===== src/rtl/i2c_master_wr.sv =====
// Single-clock I2C write initiator: START, address+W, register byte, data byte, STOP.
// SCL is derived from the system clock in quarter-period steps; SDA is driven open-drain.
module i2c_master_wr #(
    parameter int QDIV        = 4,
    parameter int unique_addr = 7,
    parameter int addrs_line  = 8,
    parameter int word_size   = 8
) (
    input  logic                   clk_master,
    input  logic                   reset_master,
    input  logic                   en_master,
    input  logic [unique_addr-1:0] addrs_master,
    input  logic [addrs_line-1:0]  sr_master,
    input  logic [word_size-1:0]   write_master,
    input  logic                   sda_in,
    output logic                   sda_oe,
    output logic                   scl_out,
    output logic                   busy,
    output logic                   done,
    output logic                   nack
);

    localparam int ABYTE = unique_addr + 1;
    localparam int MAXW0 = (ABYTE > addrs_line) ? ABYTE : addrs_line;
    localparam int MAXW  = (MAXW0 > word_size) ? MAXW0 : word_size;
    localparam int BCW   = (MAXW > 1) ? $clog2(MAXW) : 1;
    localparam int TW    = (QDIV > 1) ? $clog2(QDIV) : 1;

    typedef enum logic [3:0] {
        S_IDLE  = 4'd0,
        S_START = 4'd1,
        S_ADDR  = 4'd2,
        S_ACK_A = 4'd3,
        S_REG   = 4'd4,
        S_ACK_R = 4'd5,
        S_DATA  = 4'd6,
        S_ACK_D = 4'd7,
        S_STOP  = 4'd8
    } state_t;

    state_t                 state_q, state_d;
    logic [TW-1:0]          timer_q, timer_d;
    logic [1:0]             quarter_q, quarter_d;
    logic [BCW-1:0]         bit_q, bit_d;
    logic [unique_addr-1:0] addr_q, addr_d;
    logic [addrs_line-1:0]  reg_q, reg_d;
    logic [word_size-1:0]   data_q, data_d;
    logic                   ack_q, ack_d;
    logic                   scl_q, scl_d;
    logic                   sda_oe_q, sda_oe_d;
    logic                   busy_q, busy_d;
    logic                   done_q, done_d;
    logic                   nack_q, nack_d;
    logic                   tick_s;
    logic                   last_s;
    logic                   cur_bit_s;

    // Bit to place on SDA for a given shifting state and bit index (MSB first).
    function automatic logic tx_bit(input state_t st, input logic [BCW-1:0] idx,
                                    input logic [unique_addr-1:0] a,
                                    input logic [addrs_line-1:0] r,
                                    input logic [word_size-1:0] w);
        logic [MAXW-1:0] vec;
        vec = '0;
        case (st)
            S_ADDR:  vec[ABYTE-1:0]      = {a, 1'b0};
            S_REG:   vec[addrs_line-1:0] = r;
            S_DATA:  vec[word_size-1:0]  = w;
            default: vec = '0;
        endcase
        return vec[idx];
    endfunction

    // Next-state logic: quarter timing, byte sequencing and ACK evaluation.
    always_comb begin
        state_d   = state_q;
        timer_d   = timer_q;
        quarter_d = quarter_q;
        bit_d     = bit_q;
        addr_d    = addr_q;
        reg_d     = reg_q;
        data_d    = data_q;
        ack_d     = ack_q;
        nack_d    = nack_q;
        done_d    = 1'b0;
        tick_s    = (timer_q == TW'(QDIV - 1));
        last_s    = tick_s && (quarter_q == 2'd3);

        if (state_q == S_IDLE) begin
            timer_d   = '0;
            quarter_d = 2'd0;
            if (en_master) begin
                addr_d  = addrs_master;
                reg_d   = sr_master;
                data_d  = write_master;
                nack_d  = 1'b0;
                ack_d   = 1'b0;
                state_d = S_START;
            end else begin
                state_d = S_IDLE;
            end
        end else if (tick_s) begin
            timer_d   = '0;
            quarter_d = quarter_q + 2'd1;
        end else begin
            timer_d   = timer_q + TW'(1);
        end

        case (state_q)
            S_IDLE: begin
                bit_d = '0;
            end
            S_START: begin
                if (last_s) begin
                    state_d = S_ADDR;
                    bit_d   = BCW'(ABYTE - 1);
                end else begin
                    bit_d   = bit_q;
                end
            end
            S_ADDR, S_REG, S_DATA: begin
                if (last_s && (bit_q == '0)) begin
                    state_d = (state_q == S_ADDR) ? S_ACK_A :
                              (state_q == S_REG)  ? S_ACK_R : S_ACK_D;
                end else if (last_s) begin
                    bit_d   = bit_q - BCW'(1);
                end else begin
                    bit_d   = bit_q;
                end
            end
            S_ACK_A, S_ACK_R, S_ACK_D: begin
                // sda_in is captured on the edge that enters q3 (SCL already high).
                if (tick_s && (quarter_q == 2'd2)) begin
                    ack_d  = sda_in;
                    nack_d = nack_q | sda_in;
                end else begin
                    ack_d  = ack_q;
                end
                if (last_s && (ack_q || (state_q == S_ACK_D))) begin
                    state_d = S_STOP;
                end else if (last_s && (state_q == S_ACK_A)) begin
                    state_d = S_REG;
                    bit_d   = BCW'(addrs_line - 1);
                end else if (last_s) begin
                    state_d = S_DATA;
                    bit_d   = BCW'(word_size - 1);
                end else begin
                    state_d = state_q;
                end
            end
            S_STOP: begin
                if (last_s) begin
                    state_d = S_IDLE;
                    done_d  = 1'b1;
                end else begin
                    done_d  = 1'b0;
                end
            end
            default: begin
                state_d   = S_IDLE;
                timer_d   = '0;
                quarter_d = 2'd0;
            end
        endcase
    end

    // Bus levels for the upcoming cycle, derived from the next state so they register in step.
    always_comb begin
        busy_d    = (state_d != S_IDLE);
        cur_bit_s = tx_bit(state_d, bit_d, addr_d, reg_d, data_d);
        scl_d     = 1'b1;
        sda_oe_d  = 1'b0;
        case (state_d)
            S_IDLE: begin
                scl_d    = 1'b1;
                sda_oe_d = 1'b0;
            end
            S_START: begin
                scl_d    = 1'b1;
                sda_oe_d = quarter_d[1];
            end
            S_ADDR, S_REG, S_DATA: begin
                scl_d    = quarter_d[1];
                sda_oe_d = (quarter_d == 2'd0) ? sda_oe_q : ~cur_bit_s;
            end
            S_ACK_A, S_ACK_R, S_ACK_D: begin
                scl_d    = quarter_d[1];
                sda_oe_d = (quarter_d == 2'd0) ? sda_oe_q : 1'b0;
            end
            S_STOP: begin
                scl_d    = quarter_d[1];
                sda_oe_d = (quarter_d != 2'd3);
            end
            default: begin
                scl_d    = 1'b1;
                sda_oe_d = 1'b0;
            end
        endcase
    end

    // State and output registers with synchronous reset.
    always_ff @(posedge clk_master) begin
        if (reset_master) begin
            state_q   <= S_IDLE;
            timer_q   <= '0;
            quarter_q <= 2'd0;
            bit_q     <= '0;
            addr_q    <= '0;
            reg_q     <= '0;
            data_q    <= '0;
            ack_q     <= 1'b0;
            scl_q     <= 1'b1;
            sda_oe_q  <= 1'b0;
            busy_q    <= 1'b0;
            done_q    <= 1'b0;
            nack_q    <= 1'b0;
        end else begin
            state_q   <= state_d;
            timer_q   <= timer_d;
            quarter_q <= quarter_d;
            bit_q     <= bit_d;
            addr_q    <= addr_d;
            reg_q     <= reg_d;
            data_q    <= data_d;
            ack_q     <= ack_d;
            scl_q     <= scl_d;
            sda_oe_q  <= sda_oe_d;
            busy_q    <= busy_d;
            done_q    <= done_d;
            nack_q    <= nack_d;
        end
    end

    assign scl_out = scl_q;
    assign sda_oe  = sda_oe_q;
    assign busy    = busy_q;
    assign done    = done_q;
    assign nack    = nack_q;

endmodule


===== config.mk =====
export PLATFORM = sky130hd
export DESIGN_NAME = i2c_master_wr
export DESIGN_NICKNAME = d
export VERILOG_FILES = /design/src/rtl/i2c_master_wr.sv
export SDC_FILE = /design/constraint.sdc
export NUM_CORES = 1
export LEC_CHECK = 0
export CAP_MARGIN = 30
export CORE_MARGIN = 8
export CORE_UTILIZATION = 55
export CTS_BUF_LIST = sky130_fd_sc_hd__clkbuf_4 sky130_fd_sc_hd__clkbuf_8 sky130_fd_sc_hd__clkbuf_16
export DETAILED_ROUTE_END_ITERATION = 10
export PLACE_DENSITY = 0.83
export SYNTH_ARGS = -nofsm -noshare
export SYNTH_HDL_FRONTEND = slang
export SYNTH_SLANG_ARGS = --single-unit

===== constraint.sdc =====
create_clock -name clk_master -period 6.95 [get_ports clk_master]
set_input_delay 1.7375 -clock clk_master [delete_from_list [all_inputs] [get_ports clk_master]]
set_output_delay 1.7375 -clock clk_master [all_outputs]
set_load 0.02 [all_outputs]

==> results.md <==
Run status:
- The run finished with clean final reports.

Worst setup path:
- The cell family contributing the most delay on the critical path is simple AND/OR/NAND/NOR gates.
- The endpoint identified for the worst register-to-register timing path is sda_oe.
- The number of cells on the critical path is 7.
- In this design, the stage delay of the slowest critical-path cell is 0.54 ns.
- The kind of critical path is input port to register.
- The logic depth of the worst register-to-register path is 11.
- STA classifies the critical path endpoint as a register.
- The cell seen most often among critical-path stages is sky130_fd_sc_hd__o21ai_0.
- The critical path data arrival time is approximately 3.7 ns.
- The signal on the critical path passes through clkdlybuf4s50_1 > nand2_1 > nand3_1 > o21ai_0 > o21ai_0 > o22ai_1 > o31ai_1.
- STA classifies the critical path startpoint as an input port.
- The critical path starts at en_master.
- The endpoint of the most critical setup path is sda_oe.
- Among all stages on the critical path, the largest delay is contributed by sky130_fd_sc_hd__clkdlybuf4s50_1.
- The number of buffer and inverter instances along the worst setup path is 1.
- Setup slack on the worst reg-to-reg path comes out at ~4 ns.
- The startpoint identified for the worst register-to-register timing path is timer_q[0].
- In this run the worst path has a maximum fanout of 29.
- STA puts the critical path data required time at 7.16 ns.

Yosys:
- For this run, the leading register cell type out of synthesis is sky130_fd_sc_hd__dfxtp_1.
- The number of flops mapped to enable cells by yosys is 0.
- Counting distinct cell types in the post-synthesis netlist gives 57.
- The proportion of register bits with asynchronous set or reset after synthesis is 0%.
- Counting every net in the synthesized netlist gives 304.
- The sequential share of the synthesized area is 36.6%.
- The synthesized netlist occupies a cell area of 0.00219 sq mm.
- The mean instance size in the synthesized netlist is about 8.1 sq um.
- The number of register bits inferred by synthesis is 40.
- The number of warnings printed during yosys synthesis is 0.
- Synthesis produced a netlist whose cell count is between 200 and 300.

Global routing:
- The initial antenna violation count is 0.
- The overall fraction of global-route tracks in use is 17.4%.
- The overflow left after global routing is 0.
- The largest net degree at the start of global routing is 38.
- The first global-routing pass estimated around 8900 um of wire.
- The number of global-route vias before repair was slightly below 2000.

Floorplan:
- The horizontal die dimension is 79.0 um.
- In this run the standard cell core region covers 0.00391 sq mm.
- 32 I/O pins were placed.
- The floorplan step defined a die boundary enclosing 0.00625 sq mm.
- The initial utilization of the core area, before any placement, comes to between 50% and 60%.
- The die height is 79.0 um.
- In this run the core area contains 23 standard-cell rows.

Timing:
- For the finished layout, the period the worst path requires is approximately 3.5 ns.
- The worst path setup slack after routing is 3.45 ns.
- The number of failing hold endpoints at the final stage is 0.
- The maximum clock skew at final layout is roughly 0.0085 ns.
- Setup repair after global routing left no endpoint under its margin.
- The count of final max-slew check failures is 0.
- For the pin with the worst max-slew slack, the measured transition is 0.867 ns.
- The maximum operating frequency is 286 MHz.
- The final critical path takes up 50.4% of the cycle.
- Setup total negative slack on the finished layout was measured at 0 ns.
- The worst pin sits at a relative slew slack of 42.1%.
- Setup violations remaining at the end of the flow were counted as 0.

Routing:
- In this run the remaining antenna-violating nets after routing total 0.
- The total wire length after detailed routing is 5010 um.
- The DRC violation total after the first TritonRoute iteration is 223.
- For this block, the via count after detailed routing is 1980.
- The routed length per placed instance is 14.6 um.
- The routed via count divided by cell count is 5.77.
- After detailed routing, the number of remaining DRC violations is 0.
- The first detailed-routing pass ran for 4 iterations.

Flow run:
- Max-cap violations in this run came to 0.

Place:
- The final weighted congestion in routability-driven placement is around 0.89.
- Once detailed placement completed, the half-perimeter wirelength came to 3630 um.
- The post-placement cell area is 0.00248 sq mm.
- Timing analysis after detailed placement gives a worst setup slack of 3.13 ns.
- The count of buffers from port buffering is 31.

Clocking:
- TritonCTS built the clock tree.
- The clock transition at the registers of the reported paths is 0.09 ns.
- The H-tree was split into 2 levels.
- The total of cells resized after clock tree synthesis is 0.
- Post-CTS timing repair inserted 0 buffers for setup.
- Hold repair after CTS inserted 0 buffers.
- The cell at the root of the clock tree is sky130_fd_sc_hd__clkbuf_8.
- At the later pin of the worst-skew pair, clock insertion delay measures 0.30 ns.
- Counting the buffers created by CTS gives 5.
- The maximum root-to-sink buffer count is 2.
- The sink count of the clock tree is 40.

Hold path:
- The class of the tightest hold or removal check is register to register.
- The worst hold path startpoint is timer_q[0].

Final layout:
- In the layout the commonest cells are 56 x sky130_fd_sc_hd__nand2_1, 40 x sky130_fd_sc_hd__dfxtp_1, 34 x sky130_fd_sc_hd__a21oi_1.
- The layout cell share with drive strength beyond 1 is 8.87%.
- The final net count is 325.
- The relative area change from synthesis to final layout is 18.9%.
- The commonest non-fill, non-tap cell in the layout is sky130_fd_sc_hd__nand2_1.
- The number of antenna diodes in the final layout is 0.
- Once layout is done, the placed cells without fillers occupy 0.00260 sq mm.

Power and ir drop:
- Power spread over the standard cell area amounts to 187 mW/mm^2.
- Across the VDD grid, the largest voltage drop is between 100 and 150 uV.
- The leakage power summed over all cells is approximately 0.00095 uW.
## through the flow
step	power (uW)	util, %	std cells	hold slack (ns)
after floorplan	273	-	271	0.404
after global placement	293	63.5	335	0.418
after detailed placement	294	63.5	335	0.427
after CTS	488	66.4	343	0.439
after global routing	506	66.4	343	0.465
final	487	66.4	343	0.437
## synth_stat cells (all sizes together) (4+ instances only)
cell type,number,area (sq um)
a21oi,35,179
nand2,56,210
inv,7,31.3
and2,4,27.5
clkbuf,11,41.3
ha,6,75.1
a211oi,4,47.5
o21ai,6,41.3
nand3,12,65.1
dfxtp,40,801
mux2i,9,90.1
nor3,6,41.3
a31oi,4,25.0
nor2,16,62.6
o211ai,4,30.0
buf,7,40.0
## power by group
part	internal (uW)	leakage [uW]	total (uW)	switching, uW
combinational	23.3	0.000570	44.7	21.4
clock	108	0.0000548	198	89.9
sequential	238	0.000326	244	6.10
total	369	0.000952	487	117
## how the worst min path moves through the flow
stage	end	slack (ns)	cells past startpoint
floorplan	timer_q[0]	0.40	1
global placement	timer_q[0]	0.42	1
detailed placement	timer_q[0]	0.43	1
CTS	timer_q[0]	0.44	1
global route	timer_q[0]	0.47	1
finish	timer_q[0]	0.44	1
## per-layer routing
layer / part of all wire, % / global-route usage, % / vias up
met4: 2.7 / 6.67 / 0
met2: 48 / 28.5 / 76
met1: 44 / 21.5 / 881
met5: 0 / 0 / -
li1: - / - / 1008
met3: 5.9 / 4.40 / 15
## cell type report
type                       count  area (sq um)
fill                         360          1310
timing repair buffer          32           318
tap                           50          62.6
clock buffer                   5          68.8
clock inverter                 3          46.3
sequential                    40           801
inverter                       7          31.3
multi-input combinational    206          1270
## state kept, by name, summed over array words and instances (netlist names)
signal and flops:
bit_q 3, busy 1, sda_oe 1, data_q 8
ack_q 1, state_q 4, addr_q 7, reg_q 8
timer_q 2, done 1, quarter_q 2, nack 1
scl_out 1
## worst reg2reg max path, delay by kind of cell (launching register included)
kind / cells / cell delay, ns
compound gates: 5 / 1.03
fa+ha+maj: 2 / 0.67
mux: 1 / 0.40
simple gates: 2 / 0.36
flops: 1 / 0.34
buf+inv: 1 / 0.07
## kinds of logic after synthesis
group	after synthesis	share of synthesized area, %
adders and majority gates	6	3.43
DFF	40	36.6
xor gates and xnor gates	2	0.802
AOI/OAI and AO/OA	70	22.4
muxes	12	5.84
buffers and inverters	25	5.15
and+or+nand+nor	116	25.8
(Power assumes the default switching activity.)
